`config.mk`:
```
export PLATFORM = sky130hd
export DESIGN_NAME = pwm_capture
export DESIGN_NICKNAME = d
export VERILOG_FILES = /design/src/rtl/pwm_capture.sv
export SDC_FILE = /design/constraint.sdc
export NUM_CORES = 1
export LEC_CHECK = 0
export BUFFER_PORTS_ARGS = -buffer_cell sky130_fd_sc_hd__buf_2
export CAP_MARGIN = 40
export CORE_MARGIN = 1
export CORE_UTILIZATION = 55
export DETAILED_ROUTE_END_ITERATION = 8
export GPL_TIMING_DRIVEN = 1
export PLACE_DENSITY = 0.72
export SLEW_MARGIN = 20
export SYNTH_ARGS = -nofsm -noshare
export SYNTH_HDL_FRONTEND = slang
export SYNTH_SLANG_ARGS = --single-unit
```
`constraint.sdc`:
```
create_clock -name clk -period 2.8 [get_ports clk]
set_input_delay 0.42 -clock clk [delete_from_list [all_inputs] [get_ports clk]]
set_output_delay 0.42 -clock clk [all_outputs]
set_load 0.005 [all_outputs]
```
`src/rtl/pwm_capture.sv`:
```
// pwm_capture
//   Recovers the WIDTH-bit duty code of a PWM waveform whose nominal frame is
//   2^WIDTH clocks long and starts with a rising edge. High cycles are counted
//   per frame. One code is published per frame with a single-cycle valid pulse,
//   together with lock and period-error status.
//
// Ports
//   clk         in   system clock, rising edge
//   rst_n       in   asynchronous active-low reset (release synchronous to clk)
//   pwm_in      in   PWM input, asynchronous to clk
//   duty_out    out  last recovered duty code, held between updates
//   duty_valid  out  one-cycle pulse when duty_out updates
//   locked      out  last frame ended on a rising edge after exactly 2^WIDTH cycles
//   period_err  out  last rise-terminated frame had a period other than 2^WIDTH
module pwm_capture #(
  parameter int WIDTH = 10
) (
  input  logic             clk,
  input  logic             rst_n,
  input  logic             pwm_in,
  output logic [WIDTH-1:0] duty_out,
  output logic             duty_valid,
  output logic             locked,
  output logic             period_err
);

  localparam int CNT_W = WIDTH + 1;

  // Nominal frame length and largest representable code, both counter-wide.
  localparam logic [CNT_W-1:0] PERIOD   = {1'b1, {WIDTH{1'b0}}};
  localparam logic [CNT_W-1:0] CODE_MAX = {1'b0, {WIDTH{1'b1}}};

  typedef enum logic {
    IDLE,
    MEASURE
  } state_t;

  // A full frame of constant high counts 2^WIDTH, which does not fit the
  // output code; clamp it to the all-ones code.
  function automatic logic [WIDTH-1:0] sat_code(input logic [CNT_W-1:0] cnt);
    logic [WIDTH-1:0] code;
    if (cnt > CODE_MAX) begin
      code = CODE_MAX[WIDTH-1:0];
    end else begin
      code = cnt[WIDTH-1:0];
    end
    return code;
  endfunction

  logic             sync_p0;
  logic             sync_p1;
  logic             s_d_p2;
  logic [CNT_W-1:0] period_cnt;
  logic [CNT_W-1:0] high_cnt;
  state_t           state;

  logic             rise;
  logic             at_period;
  logic             timeout;
  logic             boundary;
  logic [WIDTH-1:0] sat;

  // Stage p0/p1: two-flop synchronizer; sync_p1 is the clean sample s.
  // Stage p2: one-cycle delay of s for edge detection.
  always_ff @(posedge clk or negedge rst_n) begin
    if (!rst_n) begin
      sync_p0 <= 1'b0;
      sync_p1 <= 1'b0;
      s_d_p2  <= 1'b0;
    end else begin
      sync_p0 <= pwm_in;
      sync_p1 <= sync_p0;
      s_d_p2  <= sync_p1;
    end
  end

  // A rise together with a full count is a good frame, never a timeout.
  always_comb begin
    rise      = sync_p1 & ~s_d_p2;
    at_period = (period_cnt == PERIOD);
    timeout   = at_period & ~rise;
    boundary  = rise | at_period;
    sat       = sat_code(high_cnt);
  end

  // Frame counters. The boundary cycle itself is the first cycle of the new
  // frame, so the counters restart at 1 and at the current sample.
  always_ff @(posedge clk or negedge rst_n) begin
    if (!rst_n) begin
      period_cnt <= CNT_W'(1);
      high_cnt   <= '0;
    end else if (boundary) begin
      period_cnt <= CNT_W'(1);
      high_cnt   <= CNT_W'(sync_p1);
    end else begin
      period_cnt <= period_cnt + CNT_W'(1);
      high_cnt   <= high_cnt + CNT_W'(sync_p1);
    end
  end

  // Frame state and registered outputs. IDLE means no rise has been seen
  // since reset or the last timeout, so the running frame is partial.
  always_ff @(posedge clk or negedge rst_n) begin
    if (!rst_n) begin
      state      <= IDLE;
      duty_out   <= '0;
      duty_valid <= 1'b0;
      locked     <= 1'b0;
      period_err <= 1'b0;
    end else begin
      duty_valid <= 1'b0;
      case (state)
        IDLE: begin
          if (rise) begin
            // Partial frame: nothing published, status untouched.
            state <= MEASURE;
          end else if (timeout) begin
            duty_out   <= sat;
            duty_valid <= 1'b1;
            locked     <= 1'b0;
          end
        end
        MEASURE: begin
          if (rise) begin
            duty_out   <= sat;
            duty_valid <= 1'b1;
            if (at_period) begin
              locked     <= 1'b1;
              period_err <= 1'b0;
            end else begin
              locked     <= 1'b0;
              period_err <= 1'b1;
            end
          end else if (timeout) begin
            duty_out   <= sat;
            duty_valid <= 1'b1;
            locked     <= 1'b0;
            state      <= IDLE;
          end
        end
      endcase
    end
  end

endmodule

```
* Word level (Yosys, flattened, before mapping)
Cells that the tools add are included.
** Word-level totals
- Register bits :: 39
- Input bits :: 3
- Output and inout bits :: 13
- Logic and storage cells :: 43
** Cells by class
- $add $sub $neg :: 2
- Magnitude comparators :: 1
- Equality and inequality tests :: 2
- Muxes and demuxes :: 21
- Bitwise logic cells :: 6
- Reductions and logical operators :: 1
** Operators with widths (count)
- $mux 10 :: 4
- $mux 11 :: 2
- $pmux 10 s2 :: 1
- $add 11x1->11 :: 1
- $add 11x1->11 const B :: 1
- $eq 11x11->1 const B :: 1
- $gt 11x10->1 const B :: 1
- $mux 1 :: 11
- $pmux 1 s2 :: 3
- $not 1->1 :: 3
- $and 1x1->1 :: 2
- $ne 2x2->1 const B :: 1
- $reduce_and 2->1 :: 1
- $or 1x1->1 :: 1

* Longest topological paths before layout
Gate-level depths: netlist (run 1).
- Word-level depth :: 7
- Gate-level depth with buffers :: 7
- Gate-level depth less buffers :: 6

* Least setup slack after synthesis (run 1)
OpenSTA, ideal clock, no wires.
- Kind :: register -> register
- Start point :: register period_cnt[1]
- End point :: register duty_out[2]
- Setup time :: 0.079 ns
- Arrival time :: 1.544 ns
- Required time :: 2.721 ns
- Slack :: 1.176 ns
- Stages on the path, launching flop included :: 8
- Path buffers :: 1
- Period minus slack after synthesis :: 1.624 ns
- Path through :: dfrtp_1 -> inv_1 -> ha_1 -> nor4b_4 -> nand4b_4 -> o21ai_4 -> buf_6 -> mux2i_1
** On the way
- Word-level cells in the longest chain between the ends :: 5
- Elaborated cells on any way between the ends :: 6
- Classes of those cells :: eq/ne (1); mux (4); bitwise (1)
** RTL lines
- from (decl) :: line 53 : logic [CNT_W-1:0] period_cnt;
- from (signal assigned) :: line 96 : period_cnt <= period_cnt + CNT_W'(1);
- $eq 11x11->1 (*) :: line 80 : at_period = (period_cnt == PERIOD);
- $and 1x1->1 (*) :: line 81 : timeout = at_period & ~rise;
- $mux 10 (*)
- $mux 10 (on tied branches)
- $pmux 10 s2 (*)
- to (signal assigned) :: line 118 : duty_out <= sat;
- to (signal assigned) :: line 125 : duty_out <= sat;
- to (signal assigned) :: line 135 : duty_out <= sat;
- to (decl) :: line 21 : output logic [WIDTH-1:0] duty_out,
Every way passes the cells marked *; elsewhere a longest branch is shown, timed or not. The select of a mux whose other input is x is not followed.
A chain may end at the register's enable or synchronous reset.

* Final worst setup path (run 1)
- Start point :: register period_cnt[1]
- End point :: register duty_out[0]
Same word-level chain as after synthesis.

==> results of run 1 <==
## how the worst min path moves through the flow
| stage | end | cells past startpoint |
|---|---|---|
| after detailed placement | sync_p1 | 0 |
| after global routing | sync_p0 | 1 |
| final | sync_p0 | 1 |
| after CTS | duty_out[5] | 1 |
| after floorplan | duty_out[0] | 0 |
| after global placement | sync_p1 | 0 |
## flip-flops by register name (all words and copies together) (netlist names)
signal / flops
duty_out: 10
duty_valid: 1
high_cnt: 11
locked: 1
period_cnt: 11
period_err: 1
s_d_p2: 1
state: 1
sync_p0: 1
sync_p1: 1
## placed cells by master (no fill, tap or decap), types with 2 or more instances in the layout
cell type  instances
mux2i_1           10
nor2_1            35
ha_1               4
nor3_1             3
nand2_1            9
inv_1             14
nor4_1             2
buf_2             15
and3_1             3
nand4_1            3
xnor2_1           12
dfrtp_1           38
nand3_1            8
clkbuf_4           5
xor2_1             6
## kinds of logic after synthesis
family | count (synthesis) | synth area share [%]
and+or+nand+nor | 70 | 20.29
DFF | 39 | 55.79
xor gates and xnor gates | 18 | 9.000
buffers and inverters | 17 | 4.142
muxes | 11 | 6.357
adders and majority gates | 4 | 2.857
AOI/OAI and AO/OA | 3 | 1.572
## cell type report
| class | count | area, sq um | share of cell area, % |
|---|---|---|---|
| clock inverters | 1 | 5.005 | 0.2569 |
| multi-input cells | 106 | 701.9 | 36.03 |
| flip-flops and latches | 39 | 977.2 | 50.16 |
| repair buffers | 17 | 105.1 | 5.395 |
| clock buffers | 6 | 51.30 | 2.633 |
| well taps | 44 | 55.05 | 2.826 |
| inverters | 14 | 52.55 | 2.697 |
## power by group
| group | internal, mW | leakage (nW) | switching [mW] |
|---|---|---|---|
| combinational | 0.101 | 0.361 | 0.108 |
| sequential | 0.633 | 0.509 | 0.0776 |
| clock | 0.116 | 0.0341 | 0.172 |
| total | 0.849 | 0.903 | 0.358 |
## routing by layer
layer | routed length (microns) | vias to the layer above | global-route usage (%)
met3 | 87 | 5 | 6.154
li1 | - | 563 | -
met1 | 1314 | 540 | 23.78
met2 | 1524 | 17 | 33.99
met5 | 0 | - | 0
met4 | 40 | 0 | 9.524
## timing repair
item,in CTS,in global routing
endpoints found under the setup margin,0,0
hold endpoints to repair,0,9
hold buffers,0,1
==> metrics.csv, run 1 <==
metric,value,unit
required,3.07,ns
timing.rr.start,period_cnt[1],
path_clk_slew,0.11,ns
clock-sinks,39,
final_util,64.34,%
slowest_stage,o21ai_4,
via_per_inst,4.956,
ys_seq_area_share,55.79,%
worstSetupEndpoint,duty_out[0],
row_count,20,
die_h,58.44,microns
finalSetupViolations,0,
area_growth,11.21,%
synth_cell_types,28,
clock_path_buffers,2,
r2r_slack,0.91,ns
drive_gt1_share,16.39,%
path_max_fanout,12,
synth_area_per_cell,10.81,sq um
slew_headroom,68.47,%
synthArstFlopShare,100.0,%
syn_inst,162,
hp-start,pwm_in,
start_util,57.85,%
critPathLaunch,period_cnt[1],
dp_hpwl,2.041,mm
drt_iter0_drc,41,
synth_area_leader_cell,dfrtp_1,
crit_path_max_incr_delay,0.45,ns
placed_cell_area,1862,sq um
nNetsFinal,190,
num_vias,1125,
synth.top_cells.by_count,"dfrtp_1 (38), nor2_1 (35), inv_1 (14), xnor2_1 (12), mux2i_1 (10)",
die_w,58.44,microns
coreArea,3028,sq um
synth_edf_count,0,
start_kind,flip-flop,
cts_root_buffer,clkbuf_4,
status,finished clean,
clock_latency,0.35,ns
max_cap_viol_count,0,
fin_cells,227,
min_period,1.892,ns
cts.repair.resized,0,
worst_ep_arrival_time,2.16,ns
hold_path.class,in -> reg,
fmax,528.6,MHz
htreeDepth,2,
cp-end-kind,flip-flop,
synth_top_area_share,54.29,%
synth_area,1752,sq um
route.detailed.drc,0,
final_antenna_net_count,0,
gp_congestion,0.7953,
cts_setup_buffers,0,
syn_nets,169,
synth_flop_cell,dfrtp_1,
routed_wl,2.968,mm
cts-buffers-inserted,5,
synth-seq-cells,39,
drv_slew,0,
p_per_area,620.0,nW/um^2
finalClockSkew,0.01227,ns
grt_overflow,0,
hold_viol,0,
grt_max_degree,40,
worst_pin_slew,0.4712,ns
r2r_end,duty_out[0],
yosysWarnings,0,
holdWs,0.1846,ns
crit_chain,inv_1 > ha_1 > nor4b_4 > nand4b_4 > o21ai_4 > mux2i_1,
grt_pass1_vias,1149,
cts_tree,done,
drtPass1Iterations,4,
leakagePower,0.9034,nW
worst_slack,0.9082,ns
rsz0062_at_grt,no,
io_pins,16,
ff2ff_path_depth,6,
vdd_drop_max,0.3396,mV
grt_pass1_wl,5.064,mm
yosysMostFrequentCell,dfrtp_1,
grt_use_total,20.21,%
path_class,reg -> reg,
fin_crit_sh,67.56,%
dp_cells,218,
wire_per_inst,13.07,microns
antenna_found_initial,0,
port_buffers,15,
cp_top_family,simple AND/OR/NAND/NOR gates,
nFillCells,240,
synth_area_leaders,"dfrtp_1 (54%), nor2_1 (7.5%), xnor2_1 (6.0%)",
tns,0,ns
path_buf_inv,1,
insertedDiodeCount,0,
die_area,3415,sq um
power,1.208,mW
final_area,1948,sq um
post-place-ws,0.8759,ns
path_depth,6,
Note: power is estimated with default switching activity, not from simulation.
==> run 2, diff against run 1 <==
--- a/config.mk
+++ b/config.mk
@@ -5,13 +5,14 @@
 export SDC_FILE = /design/constraint.sdc
 export NUM_CORES = 1
 export LEC_CHECK = 0
+export ABC_AREA = 1
 export BUFFER_PORTS_ARGS = -buffer_cell sky130_fd_sc_hd__buf_2
 export CAP_MARGIN = 40
 export CORE_MARGIN = 1
-export CORE_UTILIZATION = 55
+export CORE_UTILIZATION = 52
 export DETAILED_ROUTE_END_ITERATION = 8
 export GPL_TIMING_DRIVEN = 1
-export PLACE_DENSITY = 0.72
+export PLACE_DENSITY = 0.71
 export SLEW_MARGIN = 20
 export SYNTH_ARGS = -nofsm -noshare
 export SYNTH_HDL_FRONTEND = slang
==> constraint.sdc (replaced) <==
create_clock -name clk -period 1.7 [get_ports clk]
set_input_delay 0.255 -clock clk [delete_from_list [all_inputs] [get_ports clk]]
set_output_delay 0.255 -clock clk [all_outputs]
set_load 0.005 [all_outputs]
==> run 2 against run 1 <==
Clock skew down 0.0015 ns; critical path depth up 2; utilization down 1.4 points; non-clock buffer count up 6; largest cell class unchanged; highest routed layer unchanged.
==> metrics.csv, run 2 <==
metric,value,unit,change
status,finished clean,,
p_per_area,1068,nW/um^2,+72%
fin_cells,288,,+27%
die_area,3784,sq um,+11%
nFillCells,326,,+36%
area_growth,15.01,%,
nNetsFinal,248,,+31%
grt_max_degree,22,,-45%
grt_overflow,0,,unchanged
worst_slack,0.1250,ns,-0.7832 ns
yosysMostFrequentCell,nand2_1,,
dp_hpwl,2.374,mm,+16%
reg.largest.list,"high_cnt x11, period_cnt x11, duty_out x10",,
max_cap_viol_count,0,,unchanged
final_antenna_net_count,0,,unchanged
synth.top_cells.by_count,"nand2_1 (53), dfrtp_1 (38), nor2_1 (33), nand3_1 (26), inv_1 (21)",,
cts-buffers-inserted,5,,unchanged
synth.mux.area_fraction,0,%,-6.4 points
vdd_drop_max,0.4502,mV,+33%
synthArstFlopShare,100.0,%,unchanged
synth-seq-cells,39,,unchanged
layout_commonest_cell,nand2_1,,
path_clk_slew,0.11,ns,about the same
leakagePower,1.128,nW,+25%
post-place-ws,0.1243,ns,-0.7516 ns
worst_pin_slew,0.4690,ns,-0.002171 ns
placed_cell_area,1982,sq um,+6.5%
htreeDepth,2,,unchanged
gp_congestion,0.8048,,+1.2%
path_max_fanout,3,,-9
fin_crit_sh,92.65,%,+25 points
cts_tree,done,,
via_per_inst,4.816,,-2.8%
yosysWarnings,0,,unchanged
clock_latency,0.34,ns,about the same
required,1.93,ns,-1.14 ns
synthXorXnorAreaFrac,3.804,%,-5.2 points
route.detailed.drc,0,,unchanged
synth_area_leader_cell,dfrtp_1,,
cts.repair.resized,0,,unchanged
die_w,61.52,microns,+5.3%
synth_area,1842,sq um,+5.1%
hold_viol,0,,unchanged
grt_pass1_wl,5.575,mm,+10%
antenna_found_initial,0,,unchanged
drtPass1Iterations,4,,unchanged
cts_root_buffer,clkbuf_4,,
synth_area_leaders,"dfrtp_1 (52%), nand2_1 (11%), nand3_1 (7.1%)",,
syn_inst,215,,+33%
insertedDiodeCount,0,,unchanged
synth_top_area_share,51.63,%,-2.7 points
clock-sinks,39,,unchanged
ys_seq_area_share,53.06,%,-2.7 points
drv_slew,0,,unchanged
syn_nets,222,,+31%
min_period,1.575,ns,-0.3168 ns
seqCellArea,977.2,sq um,unchanged
slew_headroom,68.73,%,+0.26 points
synth_compound_area_share,2.038,%,+0.47 points
fmax,634.9,MHz,+20%
start_kind,flip-flop,,
synth_edf_count,0,,unchanged
grt_pass1_vias,1226,,+6.7%
drive_gt1_share,17.36,%,+0.96 points
synth_top_family_by_area,simple AND/OR/NAND/NOR gates,,
synthSimpleGateAreaFrac,32.20,%,+12 points
cp-end-kind,flip-flop,,
hold_path.class,reg -> reg,,
dp_cells,276,,+27%
synth_fa_ha_area_share,2.717,%,-0.14 points
path_class,reg -> reg,,
final_area,2118,sq um,+8.7%
synth_flop_cell,dfrtp_1,,
row_count,21,,+5.0%
grt_use_total,20.69,%,+0.48 points
num_vias,1387,,+23%
synth_cell_types,25,,-11%
coreArea,3363,sq um,+11%
rsz0062_at_grt,no,,
die_h,61.52,microns,+5.3%
io_pins,16,,unchanged
multiInputGateArea,750.7,sq um,+7.0%
layout_common_cells,"nand2_1 (53), dfrtp_1 (38), nor2_1 (33), nand3_1 (26), inv_1 (21)",,
tns,0,ns,unchanged
finalSetupViolations,0,,unchanged
start_util,54.76,%,-3.1 points
synth_area_per_cell,8.566,sq um,-21%
routed_wl,3.370,mm,+14%
port_buffers,15,,unchanged
worst_ep_arrival_time,1.81,ns,-0.35 ns
finalClockSkew,0.01075,ns,-0.001516 ns
drt_iter0_drc,67,,+63%
wire_per_inst,11.70,microns,-11%
clock_path_buffers,2,,unchanged
## run 2: cell types whose count changed after synthesis, moves of 2 or more
cell	before	now
mux2i_1	10	0
inv_1	14	21
nand2_1	9	53
nor2_1	35	33
nand3_1	8	26
xnor2_1	12	1
nor2_2	0	2
o21ai_0	0	3
and3_1	3	0
or2_2	0	6
a21oi_1	1	3
nor4_1	2	0
## run 2: worst paths after layout
check,depth (start not counted),slack [ns],to,startpoint
hold / removal,0,0.39,sync_p1,sync_p0
setup / recovery,8,0.13,high_cnt[6],sync_p1
setup reg to reg,8,0.13,high_cnt[6],sync_p1
max in group asynchronous,3,0.81,period_cnt[4],rst_n
min in group asynchronous,2,0.42,duty_out[4],rst_n
hold reg to reg,0,0.39,sync_p1,sync_p0
## run 2: kinds of logic (layout without fill, tap and decap cells)
kind of cell,Yosys count,after routing
buffers and inverters,25,52
XOR/XNOR,8,8
AO/OA/AOI/OAI,7,7
flip-flops,39,39
adder cells (fa/ha/maj),4,4
AND/OR/NAND/NOR,132,132
## run 2: routing by layer
layer	wire length (microns)	GRT usage (%)
met1	1651	27.52
met2	1580	32.10
met3	89	4.412
met4	49	10.16
met5	0	0
## run 2: critical path, cell delays in order (launching register included)
cell and delay (ns):
dfrtp_1 0.41, ha_1 0.21, ha_1 0.17, nand2_1 0.06
nor2_1 0.18, inv_1 0.10, nor2_1 0.12, xor2_1 0.18
nor2_2 0.04
## run 2: final cells by class
cell class / count / share of cell area [%]
flip-flops and latches: 39 / 46.13
multi-input cells: 151 / 35.44
repair buffers: 23 / 7.206
inverters: 21 / 3.721
clock inverters: 2 / 2.835
well taps: 46 / 2.717
clock buffers: 6 / 1.949
## run 2: power by group
group          switching [mW]  total (mW)  leakage (nW)  internal, mW
combinational           0.199       0.366         0.563         0.167
sequential             0.0987        1.14         0.512          1.04
clock                   0.299       0.758        0.0525         0.459
## run 2: stage by stage
step | hold slack (ns) | power [mW] | util [%]
after CTS | 0.003268 | 2.270 | 62.24
after floorplan | -0.04059 | 1.390 | -
after global routing | 0.4150 | 2.396 | 62.98
final | 0.3904 | 2.262 | 62.98
after detailed placement | 0.2355 | 1.515 | 58.93
after global placement | 0.2298 | 1.500 | 58.93
## run 2: repair_timing
action	4_1_cts	5_1_grt
setup endpoints to repair	0	1
hold endpoints to repair	17	1
setup buffers	0	2
hold buffers	1	1
